===== src/rtl/uart_tx_arb_pkg.sv =====
// Shared state encodings, owner codes and frame constants for the arbitrated 8N1 transmitter.
package uart_tx_arb_pkg;

  typedef enum logic [2:0] {
    ST_IDLE  = 3'd0,
    ST_START = 3'd1,
    ST_DATA  = 3'd2,
    ST_STOP  = 3'd3,
    ST_HOLD  = 3'd4
  } state_t;

  localparam logic [1:0] OWN_NONE = 2'b00;
  localparam logic [1:0] OWN_DBG  = 2'b01;
  localparam logic [1:0] OWN_APP  = 2'b10;

  localparam int FRAME_BITS = 10;

  function automatic int calc_div(input int clk_freq, input int baud);
    return clk_freq / baud;
  endfunction

endpackage


===== src/rtl/uart_tx_shifter.sv =====
// Baud timing, frame bit counting and the 8N1 shift register behind the TX pad.
module uart_tx_shifter
  import uart_tx_arb_pkg::*;
#(
  parameter int DIV = 4
) (
  input  logic       clk50_i,
  input  logic       rst,
  input  logic       i_load,
  input  logic [7:0] i_data,
  output logic       o_busy,
  output logic       o_bit_done,
  output logic       o_last_bit,
  output logic       o_txd
);

  localparam int BW = $clog2(DIV);
  localparam int FW = $clog2(FRAME_BITS);

  logic [BW-1:0]           r_baud;
  logic [FW-1:0]           r_frameCnt;
  logic [FRAME_BITS-2:0]   r_shift;
  logic                    r_busy;
  logic                    r_txd;

  assign o_bit_done = r_busy && (r_baud == BW'(DIV - 1));
  assign o_last_bit = (r_frameCnt == FW'(FRAME_BITS - 2));
  assign o_busy     = r_busy;
  assign o_txd      = r_txd;

  // Start bit is driven straight from the load; ones shifted in behind the data form the stop bit.
  always_ff @(posedge clk50_i or posedge rst) begin
    if (rst) begin
      r_baud     <= '0;
      r_frameCnt <= '0;
      r_shift    <= '1;
      r_busy     <= 1'b0;
      r_txd      <= 1'b1;
    end else if (i_load) begin
      r_baud     <= '0;
      r_frameCnt <= '0;
      r_shift    <= {1'b1, i_data};
      r_busy     <= 1'b1;
      r_txd      <= 1'b0;
    end else if (o_bit_done) begin
      r_baud <= '0;
      if (r_frameCnt == FW'(FRAME_BITS - 1)) begin
        r_busy <= 1'b0;
        r_txd  <= 1'b1;
      end else begin
        r_frameCnt <= r_frameCnt + 1'b1;
        r_txd      <= r_shift[0];
        r_shift    <= {1'b1, r_shift[FRAME_BITS-2:1]};
      end
    end else if (r_busy) begin
      r_baud <= r_baud + 1'b1;
    end
  end

endmodule


===== src/rtl/uart_tx_arb.sv =====
// Two-requester arbiter sharing one UART TX pin between the debug bridge and the application,
// with round-robin on ties and an optional burst-hold window for the last owner.
module uart_tx_arb
  import uart_tx_arb_pkg::*;
#(
  parameter int CLK_FREQ  = 50000000,
  parameter int BAUD      = 1000000,
  parameter int LOCK_GAP  = 2,
  parameter int DBG_FIRST = 1
) (
  input  logic       clk50_i,
  input  logic       rst,
  input  logic [7:0] dbg_data_i,
  input  logic       dbg_valid_i,
  output logic       dbg_accept_o,
  input  logic [7:0] app_data_i,
  input  logic       app_valid_i,
  output logic       app_accept_o,
  output logic       txd_o,
  output logic       busy_o,
  output logic [1:0] owner_o
);

  localparam int DIV      = calc_div(CLK_FREQ, BAUD);
  localparam int HOLD_CYC = (LOCK_GAP > 0) ? LOCK_GAP * DIV : 1;
  localparam int HW       = (HOLD_CYC > 1) ? $clog2(HOLD_CYC) : 1;

  if (DIV < 2) begin : g_div_check
    $error("uart_tx_arb: CLK_FREQ/BAUD must be at least 2");
  end

  state_t         r_state;
  state_t         w_next;
  logic [1:0]     r_owner;
  logic [1:0]     r_last;
  logic [HW-1:0]  r_holdCnt;

  logic           w_grantDbg;
  logic           w_grantApp;
  logic           w_load;
  logic [7:0]     w_loadData;
  logic           w_shBusy;
  logic           w_bitDone;
  logic           w_lastBit;
  logic           w_txd;
  logic           w_holdDone;

  // Grants already include valid; reset masks them so no accept escapes while rst is high.
  always_comb begin
    w_grantDbg = 1'b0;
    w_grantApp = 1'b0;
    if (!rst && !w_shBusy) begin
      if (r_state == ST_IDLE) begin
        if (dbg_valid_i && !app_valid_i) begin
          w_grantDbg = 1'b1;
        end else if (app_valid_i && !dbg_valid_i) begin
          w_grantApp = 1'b1;
        end else if (dbg_valid_i && app_valid_i) begin
          if (r_last == OWN_DBG) begin
            w_grantApp = 1'b1;
          end else if (r_last == OWN_APP) begin
            w_grantDbg = 1'b1;
          end else if (DBG_FIRST != 0) begin
            w_grantDbg = 1'b1;
          end else begin
            w_grantApp = 1'b1;
          end
        end
      end else if (r_state == ST_HOLD) begin
        w_grantDbg = (r_owner == OWN_DBG) && dbg_valid_i;
        w_grantApp = (r_owner == OWN_APP) && app_valid_i;
      end
    end
  end

  assign w_load       = w_grantDbg | w_grantApp;
  assign w_loadData   = w_grantDbg ? dbg_data_i : app_data_i;
  assign dbg_accept_o = w_grantDbg;
  assign app_accept_o = w_grantApp;
  assign w_holdDone   = (r_holdCnt == HW'(HOLD_CYC - 1));

  uart_tx_shifter #(
    .DIV(DIV)
  ) u_shifter (
    .clk50_i   (clk50_i),
    .rst       (rst),
    .i_load    (w_load),
    .i_data    (w_loadData),
    .o_busy    (w_shBusy),
    .o_bit_done(w_bitDone),
    .o_last_bit(w_lastBit),
    .o_txd     (w_txd)
  );

  always_comb begin
    w_next = r_state;
    case (r_state)
      ST_IDLE:  if (w_load) w_next = ST_START;
      ST_START: if (w_bitDone) w_next = ST_DATA;
      ST_DATA:  if (w_bitDone && w_lastBit) w_next = ST_STOP;
      ST_STOP:  if (w_bitDone) w_next = (LOCK_GAP > 0) ? ST_HOLD : ST_IDLE;
      ST_HOLD: begin
        if (w_load) begin
          w_next = ST_START;
        end else if (w_holdDone) begin
          w_next = ST_IDLE;
        end
      end
      default:  w_next = ST_IDLE;
    endcase
  end

  always_ff @(posedge clk50_i or posedge rst) begin
    if (rst) begin
      r_state <= ST_IDLE;
    end else begin
      r_state <= w_next;
    end
  end

  // Owner is the visible lock and drops on every return to IDLE; last owner survives IDLE for round-robin.
  always_ff @(posedge clk50_i or posedge rst) begin
    if (rst) begin
      r_owner <= OWN_NONE;
      r_last  <= OWN_NONE;
    end else if (w_load) begin
      r_owner <= w_grantDbg ? OWN_DBG : OWN_APP;
      r_last  <= w_grantDbg ? OWN_DBG : OWN_APP;
    end else if (w_next == ST_IDLE && r_state != ST_IDLE) begin
      r_owner <= OWN_NONE;
    end
  end

  always_ff @(posedge clk50_i or posedge rst) begin
    if (rst) begin
      r_holdCnt <= '0;
    end else if (r_state == ST_HOLD && w_next == ST_HOLD) begin
      r_holdCnt <= r_holdCnt + 1'b1;
    end else begin
      r_holdCnt <= '0;
    end
  end

  assign txd_o   = w_txd;
  assign busy_o  = (r_state != ST_IDLE);
  assign owner_o = r_owner;

endmodule

===== config.mk =====
export PLATFORM = sky130hd
export DESIGN_NAME = uart_tx_arb
export DESIGN_NICKNAME = d
export VERILOG_FILES = /design/src/rtl/uart_tx_arb_pkg.sv /design/src/rtl/uart_tx_shifter.sv /design/src/rtl/uart_tx_arb.sv
export SDC_FILE = /design/constraint.sdc
export NUM_CORES = 1
export LEC_CHECK = 0
export BUFFER_PORTS_ARGS = -buffer_cell sky130_fd_sc_hd__buf_2
export CORE_ASPECT_RATIO = 0.5
export CORE_MARGIN = 2
export CORE_UTILIZATION = 50
export DETAILED_ROUTE_END_ITERATION = 8
export PLACE_DENSITY = 0.71
export REMOVE_ABC_BUFFERS = 1
export SLEW_MARGIN = 15
export SYNTH_ARGS = -nofsm -noshare
export SYNTH_HDL_FRONTEND = slang
export SYNTH_SLANG_ARGS = --single-unit
export TNS_END_PERCENT = 50

===== constraint.sdc =====
create_clock -name clk50_i -period 3.1 [get_ports clk50_i]
set_clock_uncertainty 0.05 [all_clocks]
set_input_delay 0.155 -clock clk50_i [delete_from_list [all_inputs] [get_ports clk50_i]]
set_output_delay 0.155 -clock clk50_i [all_outputs]
set_load 0.05 [all_outputs]

==> results of run 1 <==
==> cell type report <==
class,instances,area (um2),area share
multi-input cells,127,827,0.405
clock buffers,8,110,0.0539
well taps,51,63.8,0.0312
repair buffers,28,150,0.0735
inverters,8,30.0,0.0147
flip-flops and latches,34,862,0.422
==> flip-flops by register name (all words and copies together) (netlist names) <==
| signal | cells |
|---|---|
| r_last | 2 |
| u_shifter.r_baud | 6 |
| r_state | 3 |
| r_holdCnt | 7 |
| u_shifter.r_frameCnt | 4 |
| u_shifter.r_shift | 8 |
| u_shifter.o_txd | 1 |
| owner_o | 2 |
| u_shifter.o_busy | 1 |
==> layout by cell type (no fill, tap or decap), types with 6 or more instances in the layout <==
cell type   n
nand2_1    12
xor2_1      6
dfstp_2     9
dfrtp_1    25
mux2i_1     7
a22oi_1     7
nor2_1     27
inv_1       8
nor3_1      6
ha_1        6
clkbuf_8    8
buf_2      25
a21oi_1     7
o21ai_0     9
==> power breakdown <==
part | total [uW] | internal, uW | switching (uW)
Clock | 376 | 224 | 152
Sequential | 814 | 648 | 166
Combinational | 534 | 230 | 303
==> per-stage QoR <==
stage | hold slack, ns | total power (uW)
after floorplan | 0.204 | 1210
after global placement | 0.194 | 1330
after detailed placement | 0.205 | 1350
after CTS | 0.0257 | 1740
after global routing | 0.0255 | 1850
final | 0.0305 | 1720
==> synthesized netlist by cell type (all sizes together), types with 2 or more instances <==
| master | count | share of area |
|---|---|---|
| a21oi | 7 | 0.020 |
| nand2b | 4 | 0.014 |
| nor2b | 3 | 0.011 |
| a21o | 2 | 0.0084 |
| nand3 | 4 | 0.011 |
| nor3 | 7 | 0.026 |
| nand4 | 2 | 0.0070 |
| buf | 8 | 0.035 |
| ha | 6 | 0.042 |
| xor2 | 6 | 0.029 |
| mux2i | 7 | 0.039 |
| nand2 | 12 | 0.025 |
| nand3b | 2 | 0.0084 |
| dfrtp | 25 | 0.35 |
| dfstp | 9 | 0.13 |
| a22oi | 7 | 0.029 |
| o21ai | 9 | 0.025 |
| nand4b | 2 | 0.0098 |
| and3 | 2 | 0.0070 |
| xnor2 | 4 | 0.020 |
| inv | 8 | 0.017 |
| nor2 | 27 | 0.057 |
==> worst reg2reg max path: stages (launching register included) <==
cell and delay, ns:
dfrtp_1 0.52, nor4_1 0.51, nand2_1 0.19, inv_1 0.32, nor3_1 0.09, o31ai_1 0.25
==> routing by layer <==
layer	GRT usage	wire (um)
met1	0.263	1760
met5	0	0
met4	0.0788	39
met3	0.0591	106
met2	0.305	1550
==> logic make-up (layout without fill, tap and decap cells) <==
logic type	Yosys count	after routing	synth area share
AO/OA/AOI/OAI	33	33	0.121
XOR/XNOR	10	10	0.0492
adder cells (fa/ha/maj)	6	6	0.0421
buffers and inverters	16	44	0.0520
flip-flops	34	34	0.484
multiplexers	7	7	0.0393
AND/OR/NAND/NOR	71	71	0.212
==> worst paths after layout <==
path / from / endpoint / slack [ns] / depth (start not counted)
max in group asynchronous: rst / u_shifter.r_shift[0] / 1.82 / 4
hold / removal: dbg_data_i[7] / u_shifter.r_shift[7] / 0.03 / 3
min in group asynchronous: rst / u_shifter.r_frameCnt[0] / 0.45 / 3
setup reg to reg: u_shifter.o_busy / u_shifter.r_shift[7] / 1.09 / 5
setup / recovery: u_shifter.o_busy / dbg_accept_o / 0.70 / 3
hold reg to reg: r_holdCnt[0] / r_holdCnt[0] / 0.41 / 1
==> metrics.md, run 1 <==
| Metric | Value |
|---|---|
| Crit-path max cell delay | `about 0.53 ns` |
| Top FF cell, synth | `dfrtp_1` |
| Pre-CTS setup slack | `about 1 ns` |
| Status | `finished, final reports clean` |
| Cells after DPL | `~250` |
| Antenna violations before repair | `0` |
| Fillcell total | `a little under 300` |
| Fin. max-slew vios | `0` |
| Residual DRC | `0` |
| Post-route clock period utilization | `0.775` |
| Synthesized area per cell | `10.1 um2` |
| Hold Path Class | `in2reg` |
| Cell-by-cell listing of the critical path | `nor4_1 > and2_1 > buf_2` |
| Hold-fix buffers, CTS | `1` |
| PD cells | `844 nW/um2` |
| Vias/cell | `between 5 and 6` |
| Peak VDD IR | `around 0.00044 V` |
| Die span in y | `around 46 um` |
| Post-route cell area | `2040 um2` |
| Final ANT Viol Nets | `0` |
| Sequential share of the synthesized area | `0.484` |
| Root buffer cell | `clkbuf_8` |
| WL/cell | `roughly 14 um` |
| DP Area | `roughly 1900 um2` |
| DRT iter0 DRCs | `57` |
| Clock Latency Late Sink | `between 0.2 and 0.3 ns` |
| Vias in the first global route | `roughly 1.3k` |
| #FFs+latches synth | `34` |
| Slew margin rel. | `0.578` |
| Worst path required time | `slightly below 3 ns` |
| Cell at the slowest stage of the critical path | `and2_1` |
| Num rows | `15` |
| Critical path peak fanout | `14` |
| Crit-path leading delay family | `simple AND/OR/NAND/NOR gates` |
| Area growth syn-to-layout | `14.7%` |
| GRT Total Usage | `0.197` |
| Die Width | `between 80 and 90 um` |
| DIE AREA | `roughly 4000 um2` |
| Max Clk Rate | `about 0.42 GHz` |
| Final net count | `between 200 and 250` |
| Clock transition at the registers of the reported paths | `~0.06 ns` |
| Vias | `1344` |
| Cell count after synthesis | `177` |
| Setup CP Type | `reg2out` |
| CP Capture Type | `output port` |
| Fraction of layout cells with a size suffix above 1 | `0.234` |
| Clock sinks | `34` |
| Post-route minimum period | `~2.4 ns` |
| Final core utilization | `0.598` |
| Num CTS Buffers | `5` |
| Initial Util | `0.522` |
| TritonCTS clock tree | `yes` |
| Count of different cell masters after synthesis | `39` |
| # port buffers | `25` |
| Largest net degree at the start of global routing | `21` |
| CP arrival | `around 2.2 ns` |
| Detail Placement HPWL | `roughly 2500 um` |
| Routed wire length | `between 3000 and 4000 um` |
| YS warnings | `0` |
| H-tree Lvls | `2` |
| GPL Wtd Cong | `approximately 0.79` |
| MaxCap Viol Count | `0` |
| RSZ-0062 raised after global routing | `false` |
| Diode count | `0` |
| CTS max path bufs | `2` |
| Finished Layout Cells | `256` |
| Postcts setup bufs | `0` |
| Worst slew pin tran | `between 0.6 and 0.7 ns` |
| Worst setup margin | `~0.70 ns` |
| Remaining global-route overflow | `0` |
| Core Box Area | `around 3400 um2` |
| CP startpoint kind | `flop` |
| Fin Setup TNS | `0 ns` |
| Setup violators final | `0` |
| I/O Pins | `26` |
| Post-Syn Area | `around 1800 um2` |
| Post-cts sizing count | `0` |
| Final Hold Fails | `0` |
| First-pass GRT wire length | `~5900 um` |
| Asr flop ratio synth | `1.00` |
| Post-synth EDFFs | `0` |
| Worst Path Buf+Inv | `1` |
| DRT Pass-1 Iters | `4` |
| P_leak | `0.000895 uW` |
(Power assumes the default switching activity.)
==> inputs of run 2 (changes only) <==
--- a/config.mk
+++ b/config.mk
@@ -10,7 +10,7 @@
 export CORE_MARGIN = 2
 export CORE_UTILIZATION = 50
 export DETAILED_ROUTE_END_ITERATION = 8
-export PLACE_DENSITY = 0.71
+export PLACE_DENSITY = 0.74
 export REMOVE_ABC_BUFFERS = 1
 export SLEW_MARGIN = 15
 export SYNTH_ARGS = -nofsm -noshare
==> constraint.sdc (replaced) <==
create_clock -name clk50_i -period 2.1 [get_ports clk50_i]
set_clock_uncertainty 0.05 [all_clocks]
set_input_delay 0.105 -clock clk50_i [delete_from_list [all_inputs] [get_ports clk50_i]]
set_output_delay 0.105 -clock clk50_i [all_outputs]
set_load 0.05 [all_outputs]
==> metrics.md, run 2 (same netlist as run 1, synthesis figures left out) <==
| Metric | Value |
|---|---|
| Vias | `about 1.4k` |
| Slew margin rel. | `0.658` |
| Vias/cell | `5.16` |
| Cell-by-cell listing of the critical path | `nor4_2 > nand2_1 > inv_1 > buf_2` |
| Die span in y | `between 40 and 50 um` |
| Core Box Area | `approximately 3400 um2` |
| CP Capture Type | `output port` |
| CP arrival | `roughly 1.8 ns` |
| GRT Total Usage | `0.210` |
| Routed wire length | `~3600 um` |
| Most common cell after layout, fill and taps aside | `nor2_1` |
| Final core utilization | `0.617` |
| CP startpoint kind | `flop` |
| WL/cell | `~14 um` |
| Largest net degree at the start of global routing | `19` |
| Worst Path Buf+Inv | `2` |
| Vias in the first global route | `approximately 1.4k` |
| Final Hold Fails | `0` |
| Status | `finished, final reports clean` |
| MaxCap Viol Count | `0` |
| Worst slew pin tran | `roughly 0.51 ns` |
| Crit-path leading delay family | `simple AND/OR/NAND/NOR gates` |
| Clock transition at the registers of the reported paths | `~0.070 ns` |
| H-tree Lvls | `2` |
| Initial Util | `0.522` |
| P_leak | `around 0.00093 uW` |
| CTS max path bufs | `2` |
| Setup CP Type | `reg2out` |
| DRT Pass-1 Iters | `4` |
| Num rows | `15` |
| Antenna violations before repair | `0` |
| Worst setup margin | `roughly 0.20 ns` |
| Area growth syn-to-layout | `18.3%` |
| Cell at the slowest stage of the critical path | `dfrtp_1` |
| Top flop regs | `u_shifter.r_shift x8, r_holdCnt x7, u_shifter.r_baud x6` |
| Fin Setup TNS | `0 ns` |
| Register bank with the most flops | `u_shifter.r_shift` |
| Detail Placement HPWL | `roughly 2700 um` |
| DIE AREA | `4090 um2` |
| Residual DRC | `0` |
| Critical path peak fanout | `6` |
| Post-route clock period utilization | `0.907` |
| Pre-CTS setup slack | `~0.31 ns` |
| Postcts setup bufs | `0` |
| Num CTS Buffers | `5` |
| Most frequent cells in the layout | `nor2_1, buf_2, dfrtp_1` |
| Max Clk Rate | `0.525 GHz` |
| Post-route minimum period | `around 1.9 ns` |
| I/O Pins | `26` |
| Final net count | `239` |
| Diode count | `0` |
| Crit-path max cell delay | `between 0.4 and 0.5 ns` |
| PD cells | `~1200 nW/um2` |
| Final ANT Viol Nets | `0` |
| Remaining global-route overflow | `0` |
| Clock Latency Late Sink | `between 0.2 and 0.3 ns` |
| First-pass GRT wire length | `approximately 6300 um` |
| RSZ-0062 raised after global routing | `false` |
| Fraction of layout cells with a size suffix above 1 | `0.257` |
| Largest register FFs | `8` |
| TritonCTS clock tree | `yes` |
| Setup violators final | `0` |
| Power, Total | `2530 uW` |
| Root buffer cell | `clkbuf_8` |
| GPL Wtd Cong | `about 0.9` |
| Worst path required time | `between 1.5 and 2 ns` |
| # port buffers | `25` |
| Peak VDD IR | `around 0.0006 V` |
| Fin. max-slew vios | `0` |
| Die Width | `88.4 um` |
| DRT iter0 DRCs | `50` |
| Clock sinks | `34` |
| Hold Path Class | `in2reg` |
[run 2: worst paths after layout]
| path | start | endpoint | slack [ns] | cells after the start |
|---|---|---|---|---|
| max | r_state[1] | app_accept_o | 0.20 | 4 |
| min | app_data_i[5] | u_shifter.r_shift[5] | 0.01 | 3 |
| min in group asynchronous | rst | r_state[1] | 0.37 | 4 |
| max in group asynchronous | rst | u_shifter.o_txd | 1.38 | 4 |
| min reg2reg | r_holdCnt[0] | r_holdCnt[0] | 0.42 | 1 |
| max reg2reg | r_state[2] | r_state[2] | 0.27 | 5 |
[run 2: final cells by class]
class	instances	area, um2
tap	51	63.8
multi-input combinational	127	835
clock inverter	1	5.00
sequential	34	862
fill	301	1310
clock buffer	7	86.3
inverter	8	30.0
timing repair buffer	37	225
[run 2: what timing repair did]
item | in CTS | in global routing
resized for setup | 0 | 2
hold buffers | 4 | 0
setup endpoints to repair | 0 | 2
hold endpoints to repair | 28 | 0
[run 2: per-layer routing]
layer | up-vias | global-route usage | wire, um
li1 | 680 | - | -
met3 | 5 | 0.0484 | 92
met4 | 0 | 0.0909 | 49
met1 | 669 | 0.274 | 1740
met2 | 14 | 0.344 | 1740
met5 | - | 0 | 0
[run 2: power by group]
| part | switching (uW) | internal, uW |
|---|---|---|
| Combinational | 489 | 364 |
| Clock | 234 | 264 |
| Sequential | 222 | 957 |
[run 2: metrics by stage]
| stage | instance area (um2) | hold slack [ns] | cells |
|---|---|---|---|
| after global placement | 1970 | 0.110 | 253 |
| after detailed placement | 1970 | 0.115 | 253 |
| after CTS | 2100 | 0.00622 | 265 |
| after global routing | 2110 | 0.0475 | 265 |
| final | 2110 | 0.0103 | 265 |
| after floorplan | 1720 | 0.154 | 169 |
[run 2: tightest hold or removal path, delay by kind of cell]
kind | cells | cell delay (ns)
AOI/OAI and AO/OA | 2 | 0.13
buffers and inverters | 1 | 0.07
